### config.mk
export PLATFORM = sky130hd
export DESIGN_NAME = multicycle_control
export DESIGN_NICKNAME = d
export VERILOG_FILES = /design/src/rtl/riscv_pkg.sv /design/src/rtl/alu_decoder.sv /design/src/rtl/multicycle_control.sv
export SDC_FILE = /design/constraint.sdc
export NUM_CORES = 1
export LEC_CHECK = 0
export ABC_CLOCK_PERIOD_IN_PS = 3100
export BUFFER_PORTS_ARGS = -buffer_cell sky130_fd_sc_hd__buf_2
export CAP_MARGIN = 20
export CORE_MARGIN = 2
export CORE_UTILIZATION = 35
export CTS_CLUSTER_DIAMETER = 60
export DETAILED_ROUTE_END_ITERATION = 10
export SETUP_SLACK_MARGIN = 0.4
export SLEW_MARGIN = 10
export SYNTH_ARGS = -nofsm -noshare
export SYNTH_HDL_FRONTEND = slang
export SYNTH_SLANG_ARGS = --single-unit
### constraint.sdc
create_clock -name clk -period 3.1 [get_ports clk]
set_input_delay 0.465 -clock clk [delete_from_list [all_inputs] [get_ports clk]]
set_output_delay 0.465 -clock clk [all_outputs]
set_load 0.02 [all_outputs]
### src/rtl/riscv_pkg.sv
// Shared definitions for the multi-cycle RV32I control path: FSM states,
// opcodes, ALU operation codes and datapath select encodings.
package riscv_pkg;

   typedef enum logic [3:0] {
      S_FETCH    = 4'd0,
      S_DECODE   = 4'd1,
      S_MEMADR   = 4'd2,
      S_MEMREAD  = 4'd3,
      S_MEMWB    = 4'd4,
      S_MEMWRITE = 4'd5,
      S_EXECR    = 4'd6,
      S_EXECI    = 4'd7,
      S_ALUWB    = 4'd8,
      S_BEQ      = 4'd9,
      S_JAL      = 4'd10
   } state_t;

   localparam logic [6:0] OP_LW  = 7'b0000011;
   localparam logic [6:0] OP_SW  = 7'b0100011;
   localparam logic [6:0] OP_R   = 7'b0110011;
   localparam logic [6:0] OP_I   = 7'b0010011;
   localparam logic [6:0] OP_BEQ = 7'b1100011;
   localparam logic [6:0] OP_JAL = 7'b1101111;

   localparam logic [2:0] ALU_AND = 3'b000;
   localparam logic [2:0] ALU_OR  = 3'b001;
   localparam logic [2:0] ALU_ADD = 3'b010;
   localparam logic [2:0] ALU_SUB = 3'b110;
   localparam logic [2:0] ALU_SLT = 3'b111;
   localparam logic [2:0] ALU_SLL = 3'b100;

   localparam logic [1:0] RES_ALUOUT    = 2'b00;
   localparam logic [1:0] RES_MEMDATA   = 2'b01;
   localparam logic [1:0] RES_ALURESULT = 2'b10;

   localparam logic [1:0] SRCA_PC    = 2'b00;
   localparam logic [1:0] SRCA_OLDPC = 2'b01;
   localparam logic [1:0] SRCA_RS1   = 2'b10;

   localparam logic [1:0] SRCB_RS2  = 2'b00;
   localparam logic [1:0] SRCB_IMM  = 2'b01;
   localparam logic [1:0] SRCB_FOUR = 2'b10;

   localparam logic [1:0] IMM_I = 2'b00;
   localparam logic [1:0] IMM_S = 2'b01;
   localparam logic [1:0] IMM_B = 2'b10;
   localparam logic [1:0] IMM_J = 2'b11;

endpackage

### src/rtl/alu_decoder.sv
// Maps funct3/funct7b5 of an ALU instruction to the ALU operation code and
// flags funct3 values the datapath does not implement.
module alu_decoder
   import riscv_pkg::*;
(
   input  logic [2:0] i_funct3,
   input  logic       i_funct7b5,
   input  logic       i_is_rtype,
   output logic [2:0] o_alu_control,
   output logic       o_legal
);

   // funct3 decode; SUB exists only for R-type (addi has no subtract form)
   always_comb begin
      o_alu_control = ALU_ADD;
      o_legal       = 1'b1;
      case (i_funct3)
         3'b000:  o_alu_control = (i_is_rtype && i_funct7b5) ? ALU_SUB : ALU_ADD;
         3'b001:  o_alu_control = ALU_SLL;
         3'b010:  o_alu_control = ALU_SLT;
         3'b110:  o_alu_control = ALU_OR;
         3'b111:  o_alu_control = ALU_AND;
         default: o_legal       = 1'b0;
      endcase
   end

endmodule

### src/rtl/multicycle_control.sv
// Moore control FSM for the multi-cycle RV32I datapath. Outputs stay quiet
// until the first clock edge after reset release, then FETCH is presented.
module multicycle_control
   import riscv_pkg::*;
(
   input  logic       clk,
   input  logic       rst_n,
   input  logic [6:0] opcode,
   input  logic [2:0] funct3,
   input  logic       funct7b5,
   input  logic       zero,
   output logic       pc_write,
   output logic       adr_src,
   output logic       mem_write,
   output logic       ir_write,
   output logic       reg_write,
   output logic [1:0] result_src,
   output logic [1:0] alu_src_a,
   output logic [1:0] alu_src_b,
   output logic [1:0] imm_src,
   output logic [2:0] alu_control,
   output logic       illegal,
   output logic       instr_done
);

   state_t     r_state;
   state_t     w_state_next;
   logic       r_run;
   logic       w_is_r;
   logic       w_is_i;
   logic       w_alu_legal;
   logic [2:0] w_dec_alu;

   assign w_is_r = (opcode == OP_R);
   assign w_is_i = (opcode == OP_I);

   alu_decoder u_alu_decoder (
      .i_funct3      (funct3),
      .i_funct7b5    (funct7b5),
      .i_is_rtype    (w_is_r),
      .o_alu_control (w_dec_alu),
      .o_legal       (w_alu_legal)
   );

   // State register; r_run holds the FSM in FETCH until the first edge after release
   always_ff @(posedge clk or negedge rst_n) begin
      if (!rst_n) begin
         r_state <= S_FETCH;
         r_run   <= 1'b0;
      end else begin
         r_run <= 1'b1;
         if (r_run)
            r_state <= w_state_next;
      end
   end

   // Next-state sequencing
   always_comb begin
      w_state_next = S_FETCH;
      case (r_state)
         S_FETCH:  w_state_next = S_DECODE;
         S_DECODE: begin
            case (opcode)
               OP_LW, OP_SW: w_state_next = S_MEMADR;
               OP_R:         w_state_next = w_alu_legal ? S_EXECR : S_FETCH;
               OP_I:         w_state_next = w_alu_legal ? S_EXECI : S_FETCH;
               OP_BEQ:       w_state_next = S_BEQ;
               OP_JAL:       w_state_next = S_JAL;
               default:      w_state_next = S_FETCH;
            endcase
         end
         S_MEMADR:   w_state_next = (opcode == OP_SW) ? S_MEMWRITE : S_MEMREAD;
         S_MEMREAD:  w_state_next = S_MEMWB;
         S_EXECR:    w_state_next = S_ALUWB;
         S_EXECI:    w_state_next = S_ALUWB;
         S_JAL:      w_state_next = S_ALUWB;
         default:    w_state_next = S_FETCH;
      endcase
   end

   // Per-state outputs, all forced inactive while the FSM is not running
   always_comb begin
      pc_write    = 1'b0;
      adr_src     = 1'b0;
      mem_write   = 1'b0;
      ir_write    = 1'b0;
      reg_write   = 1'b0;
      result_src  = RES_ALUOUT;
      alu_src_a   = SRCA_PC;
      alu_src_b   = SRCB_RS2;
      imm_src     = IMM_I;
      alu_control = ALU_ADD;
      illegal     = 1'b0;
      instr_done  = 1'b0;
      if (r_run) begin
         case (opcode)
            OP_SW:   imm_src = IMM_S;
            OP_BEQ:  imm_src = IMM_B;
            OP_JAL:  imm_src = IMM_J;
            default: imm_src = IMM_I;
         endcase
         case (r_state)
            S_FETCH: begin
               ir_write   = 1'b1;
               alu_src_b  = SRCB_FOUR;
               result_src = RES_ALURESULT;
               pc_write   = 1'b1;
            end
            S_DECODE: begin
               alu_src_a = SRCA_OLDPC;
               alu_src_b = SRCB_IMM;
               case (opcode)
                  OP_LW, OP_SW, OP_BEQ, OP_JAL: illegal = 1'b0;
                  OP_R, OP_I:                   illegal = ~w_alu_legal;
                  default:                      illegal = 1'b1;
               endcase
            end
            S_MEMADR: begin
               alu_src_a = SRCA_RS1;
               alu_src_b = SRCB_IMM;
            end
            S_MEMREAD: adr_src = 1'b1;
            S_MEMWB: begin
               result_src = RES_MEMDATA;
               reg_write  = 1'b1;
               instr_done = 1'b1;
            end
            S_MEMWRITE: begin
               adr_src    = 1'b1;
               mem_write  = 1'b1;
               instr_done = 1'b1;
            end
            S_EXECR: begin
               alu_src_a   = SRCA_RS1;
               alu_src_b   = SRCB_RS2;
               alu_control = w_dec_alu;
            end
            S_EXECI: begin
               alu_src_a   = SRCA_RS1;
               alu_src_b   = SRCB_IMM;
               alu_control = w_dec_alu;
            end
            S_ALUWB: begin
               reg_write  = 1'b1;
               instr_done = 1'b1;
            end
            S_BEQ: begin
               alu_src_a   = SRCA_RS1;
               alu_src_b   = SRCB_RS2;
               alu_control = ALU_SUB;
               pc_write    = zero;
               instr_done  = 1'b1;
            end
            S_JAL: begin
               alu_src_a = SRCA_OLDPC;
               alu_src_b = SRCB_FOUR;
               pc_write  = 1'b1;
            end
            default: ;
         endcase
      end
   end

endmodule

==> Word-level counts from Yosys, hierarchy flattened <==
Index checks and enable logic that the tools add are counted.
{ "op_classes": {"n_eq_ne": 20, "n_mux": 33, "n_bitwise": 1, "n_reduce_logical": 16} }
{ "op_table": {"columns": ["operator", "n"], "rows": [
  ["4-bit case mux with 5 select lines", 2],
  ["4-bit by 3-bit equality test with 1-bit output, second input constant", 4],
  ["3-bit 2-to-1 mux", 5],
  ["3-bit case mux with 5 select lines", 1],
  ["7-bit by 6-bit equality test with 1-bit output, second input constant", 2],
  ["7-bit equality test, second input constant", 2],
  ["1-bit 2-to-1 mux", 14],
  ["2-bit OR reduction", 7],
  ["4-bit equality test, second input constant", 3],
  ["2-bit case mux with 2 select lines", 3],
  ["4-bit OR reduction", 3],
  ["4-bit by 2-bit equality test with 1-bit output, second input constant", 2],
  ["2-bit 2-to-1 mux", 4],
  ["7-bit by 2-bit equality test with 1-bit output, second input constant", 1],
  ["7-bit by 5-bit equality test with 1-bit output, second input constant", 1],
  ["3-bit equality test, second input constant", 2],
  ["2-bit case mux with 3 select lines", 1],
  ["3-bit case mux with 2 select lines", 1],
  ["3-bit OR reduction", 2],
  ["5-bit OR reduction", 1],
  ["4-bit by 1-bit equality test with 1-bit output, second input constant", 1],
  ["4-bit logical NOT", 1],
  ["1-bit case mux with 2 select lines", 2],
  ["3-bit by 1-bit equality test with 1-bit output, second input constant", 1],
  ["other kinds (4)", 4]
]} }
{ "totals": {"regBits": 5, "word_cells": 72} }

==> Longest topological paths before layout <==
{ "depth": {"depth_word": 7, "mapped_depth": 5} }

==> By module <==
A second synthesis with hierarchy kept.
{ "unflattened": {"cells_unflattened": 91, "area_unflattened_um2": 641.9} }
{ "by_module_without_submodules": {"columns": ["mod", "n_inst", "cells_each", "area_each_um2", "seq_area_each_um2"], "rows": [
  ["multicycle_control", 1, 84, 593.1, 125.1],
  ["alu_decoder", 1, 7, 48.8, 0.0]
]} }

==> Least setup slack after synthesis <==
OpenSTA, ideal clock, no wires.
{ "synth_path": {"path_type": "register to output", "from": "register r_state[0]", "to": "output alu_src_b[1]", "arrival_time_ns": 1.434, "required_time_ns": 2.635, "setup_slack_ns": 1.201, "path_stages_with_launch": 4, "n_path_buf": 2, "cell_sequence": "dfrtp_1 -> buf_2 -> buf_2 -> nor4b_1"} }
{ "synth_between": {"elab_chain_len": 4} }
{ "synth_lines": {"columns": ["element", "line", "text"], "rows": [
  ["from (decl)", "multicycle_control.sv:26", "state_t r_state;"],
  ["from (signal assigned)", "multicycle_control.sv:53", "r_state <= w_state_next;"],
  ["4-bit by 1-bit equality test with 1-bit output (tied with other cells)", "multicycle_control.sv:102", "case (r_state)"],
  ["3-bit OR reduction (no line) / 2-bit OR reduction (equally long branches)", null, null],
  ["2-bit case mux with 2 select lines (*)", "multicycle_control.sv:102", null],
  ["2-bit 2-to-1 mux (*)", "multicycle_control.sv:95", "if (r_run) begin"],
  ["to (decl)", "multicycle_control.sv:19", "output logic [1:0] alu_src_b,"]
]} }
Mark *: on every way between the ends. The rest lies on a longest branch, timed or not.

==> Final worst setup path <==
{ "layout_path": {"from": "register r_state[0]", "to": "output alu_src_a[1]"} }
{ "layout_between": {"elab_chain_len": 4} }
{ "layout_lines": {"columns": ["element", "line", "text"], "rows": [
  ["4-bit equality test (tied with other cells)", "multicycle_control.sv:102", null],
  ["4-bit OR reduction (no line) / 2-bit OR reduction (equally long branches)", null, null],
  ["2-bit case mux with 2 select lines (*)", "multicycle_control.sv:102", null],
  ["2-bit 2-to-1 mux (*)", "multicycle_control.sv:95", null],
  ["to (decl)", "multicycle_control.sv:18", "output logic [1:0] alu_src_a,"]
]} }
Marks and branches as above.

==> run metrics <==
Post-CTS Hold Buffers=0; Total Die Area=roughly 2400 µm²; core area=1942 µm²; CTS H-tree lvls=1; LEAKAGE=0.4208 nW; WL per Instance=~12 µm; reg-to-reg endpoint=r_state[0]; layout cells sized above 1=0.3697; FF/Latch Area=125.1 µm²; pre-CTS WS=1.086 ns; GP Congestion=0.7631; r2r setup slk=1.63 ns; status=finished, final reports clean; end of the critical path=alu_src_a[1]; Slew Limit Fails=0; slew at the pin closest to its max-slew limit=0.5697 ns; via-per-instance ratio=roughly 5.1; Post-Synthesis Net Count=105; Longest Clk Path Bufs=2; Detailed Route WL=1735 µm; PnR worst setup slack=0.8170 ns; slew margin rel.=0.6202; All-Layer GR Usage=0.1606; Worst-Skew Late Latency=0.24 ns; vias in the first global route=710; Critical Path Fanout Max=18; Worst Setup End Kind=output pin; 1st-pass router iterations=4; #FFs+latches synth=5; final non-filler cell total=146; Reg2Reg Launch Point=r_state[0]; Final HPWL DP=around 1400 µm; maximum capacitance violations=0; commonest non-fill, non-tap cell in the layout=buf_2; combinational power share=0.526; Num CTS Buffers=3; global-route wire length before repair=3118 µm; crit path kind=flop to output pin; Final setup viols=0; DRC Markers=0; Post-CTS Setup Bufs=0; ANT nets after route=0; Inst Count DP=142; Reg2Reg Depth=3; Post-Layout Inst Area=slightly below 900 µm²; vias=751; footprint of the multi-input gates=543.0 µm²; most frequent cells in the layout=buf_2 (31), nor2_1 (7), a21oi_1 (6); initial antenna violation count=0; num rows=16; Max rail drop VDD=0.1723 mV; Switching Fraction=0.4659; crit path time final=~2.3 ns; largest net degree at the start of global routing=19; Critical Path RT=2.63 ns; post-synthesis area per instance=around 8 µm²; CTS resizes=0; Setup TNS=0 ns; Sink Count=5; final hold violation count=0; mapped cell area=slightly above 700 µm²; CTS tree=yes; Pwr Density=458.8 nW/µm²; crit path DAT=1.82 ns; Syn Inst Count=91; Area growth, synth to finish=24.56%; final hold slack=0.02420 ns; P_sw=189.9 µW; internal power=217.7 µW; sequential power share=0.287; YS warnings=0; FILL cells=214; Clk network pwr share=0.187; Final period util=0.7364; CTS clk-pin slew, worst paths=roughly 0.050 ns; clk_skew=0.002880 ns; Initial Util=0.3673; RSZ-0062 raised after global routing=no; Detailed Route Iter0 Violations=5; Root Buffer=clkbuf_4; Die Span Y=49.14 µm; placed inst area=around 860 µm²; CP startpoint=r_state[0]; Die X=between 40 and 50 µm; IO Count=32; Synth cell types=42; Seq/Total Area, Yosys=0.1754; I/O Buffers=31; Critical Path Start Type=flop; Overflow after GRT=0; nets=134; Antenna Cells=0; Hold Path Class=input port to asynchronous set/reset pin; Fmax=~440 MHz
[stage by stage]
| step | total power, mW | utilization |
|---|---|---|
| finish | 0.4075 | 0.4575 |
| global route | 0.4472 | 0.4575 |
| floorplan | 0.2764 | - |
| CTS | 0.4131 | 0.4575 |
| detailed placement | 0.3331 | 0.4433 |
| global placement | 0.3286 | 0.4433 |
[how the worst min path moves through the flow]
| stage | end | slack (ns) | depth (start not counted) |
|---|---|---|---|
| floorplan | r_run | 0.17 | 0 |
| global placement | r_state[1] | 0.28 | 1 |
| detailed placement | r_state[2] | 0.28 | 1 |
| CTS | r_state[1] | 0.02 | 1 |
| global route | r_run | 0.02 | 1 |
| finish | r_state[1] | 0.02 | 1 |
[per-layer routing]
metal / track usage / up-vias / wire length [µm]
met5: 0 / - / 0
met4: 0.01429 / 0 / 0
met3: 0.03988 / 0 / 74
li1: - / 386 / -
met1: 0.2083 / 347 / 819
met2: 0.2770 / 18 / 842
[power by group through the flow]
stage | clock network (mW) | registers [mW] | logic, mW
after floorplan | 0 | 0.0785 | 0.198
after global placement | 0 | 0.116 | 0.213
after detailed placement | 0 | 0.118 | 0.215
after CTS | 0.0801 | 0.117 | 0.216
after global routing | 0.0840 | 0.125 | 0.238
final | 0.0763 | 0.117 | 0.214
[cell families after synthesis]
logic type | after synthesis | share of synthesized area
muxes | 1 | 0.01404
AOI/OAI and AO/OA | 21 | 0.2000
and+or+nand+nor | 50 | 0.4807
xor gates and xnor gates | 5 | 0.06141
buffers and inverters | 8 | 0.06315
other | 1 | 0.005258
DFF | 5 | 0.1754
[cells in the mapped netlist, drive strengths merged]
library cell	count	area (µm²)
a31oi	1	6.260
or3	1	6.260
a211oi	1	7.510
buf	7	41.29
nor4b	1	8.760
mux2i	1	10.01
nor2	8	32.54
nand2	5	18.77
and3b	2	17.52
o21ai	2	10.00
xor2	2	17.52
a21boi	3	22.52
nand4bb	1	27.53
a211o	1	8.760
inv	1	3.750
dfrtp	5	125.1
and4bb	1	12.51
nand2b	3	26.27
nor3b	6	50.05
or2	1	6.260
a311oi	1	8.760
a2bb2oi	1	8.760
nor2b	5	38.78
and3	4	25.02
nor4	2	12.51
o31ai	3	27.52
nand4	1	6.260
nor3	3	15.01
a21oi	6	30.03
xnor2	3	26.28
conb	1	3.750
o22ai	2	12.51
and2	3	18.77
nand3	3	20.02
[sequential cells by signal, indices dropped and copies added (netlist names)]
register and count:
r_state 4, r_run 1
[cell type report]
cell class / instances / share of cell area
Clock buffer: 3 / 0.02535
Clock inverter: 1 / 0.005634
Inverter: 1 / 0.004225
Multi-Input combinational cell: 78 / 0.6113
Sequential cell: 5 / 0.1408
Tap cell: 27 / 0.03803
Timing Repair Buffer: 31 / 0.1746
[worst max-delay path, stage by stage (launching register included)]
cell     delay, ns
dfrtp_1       0.66
nor2b_1       0.32
and2_1        0.21
a21oi_1       0.08
nor2b_1       0.13
buf_2         0.17
No activity file was read; power rests on OpenSTA's default activity.
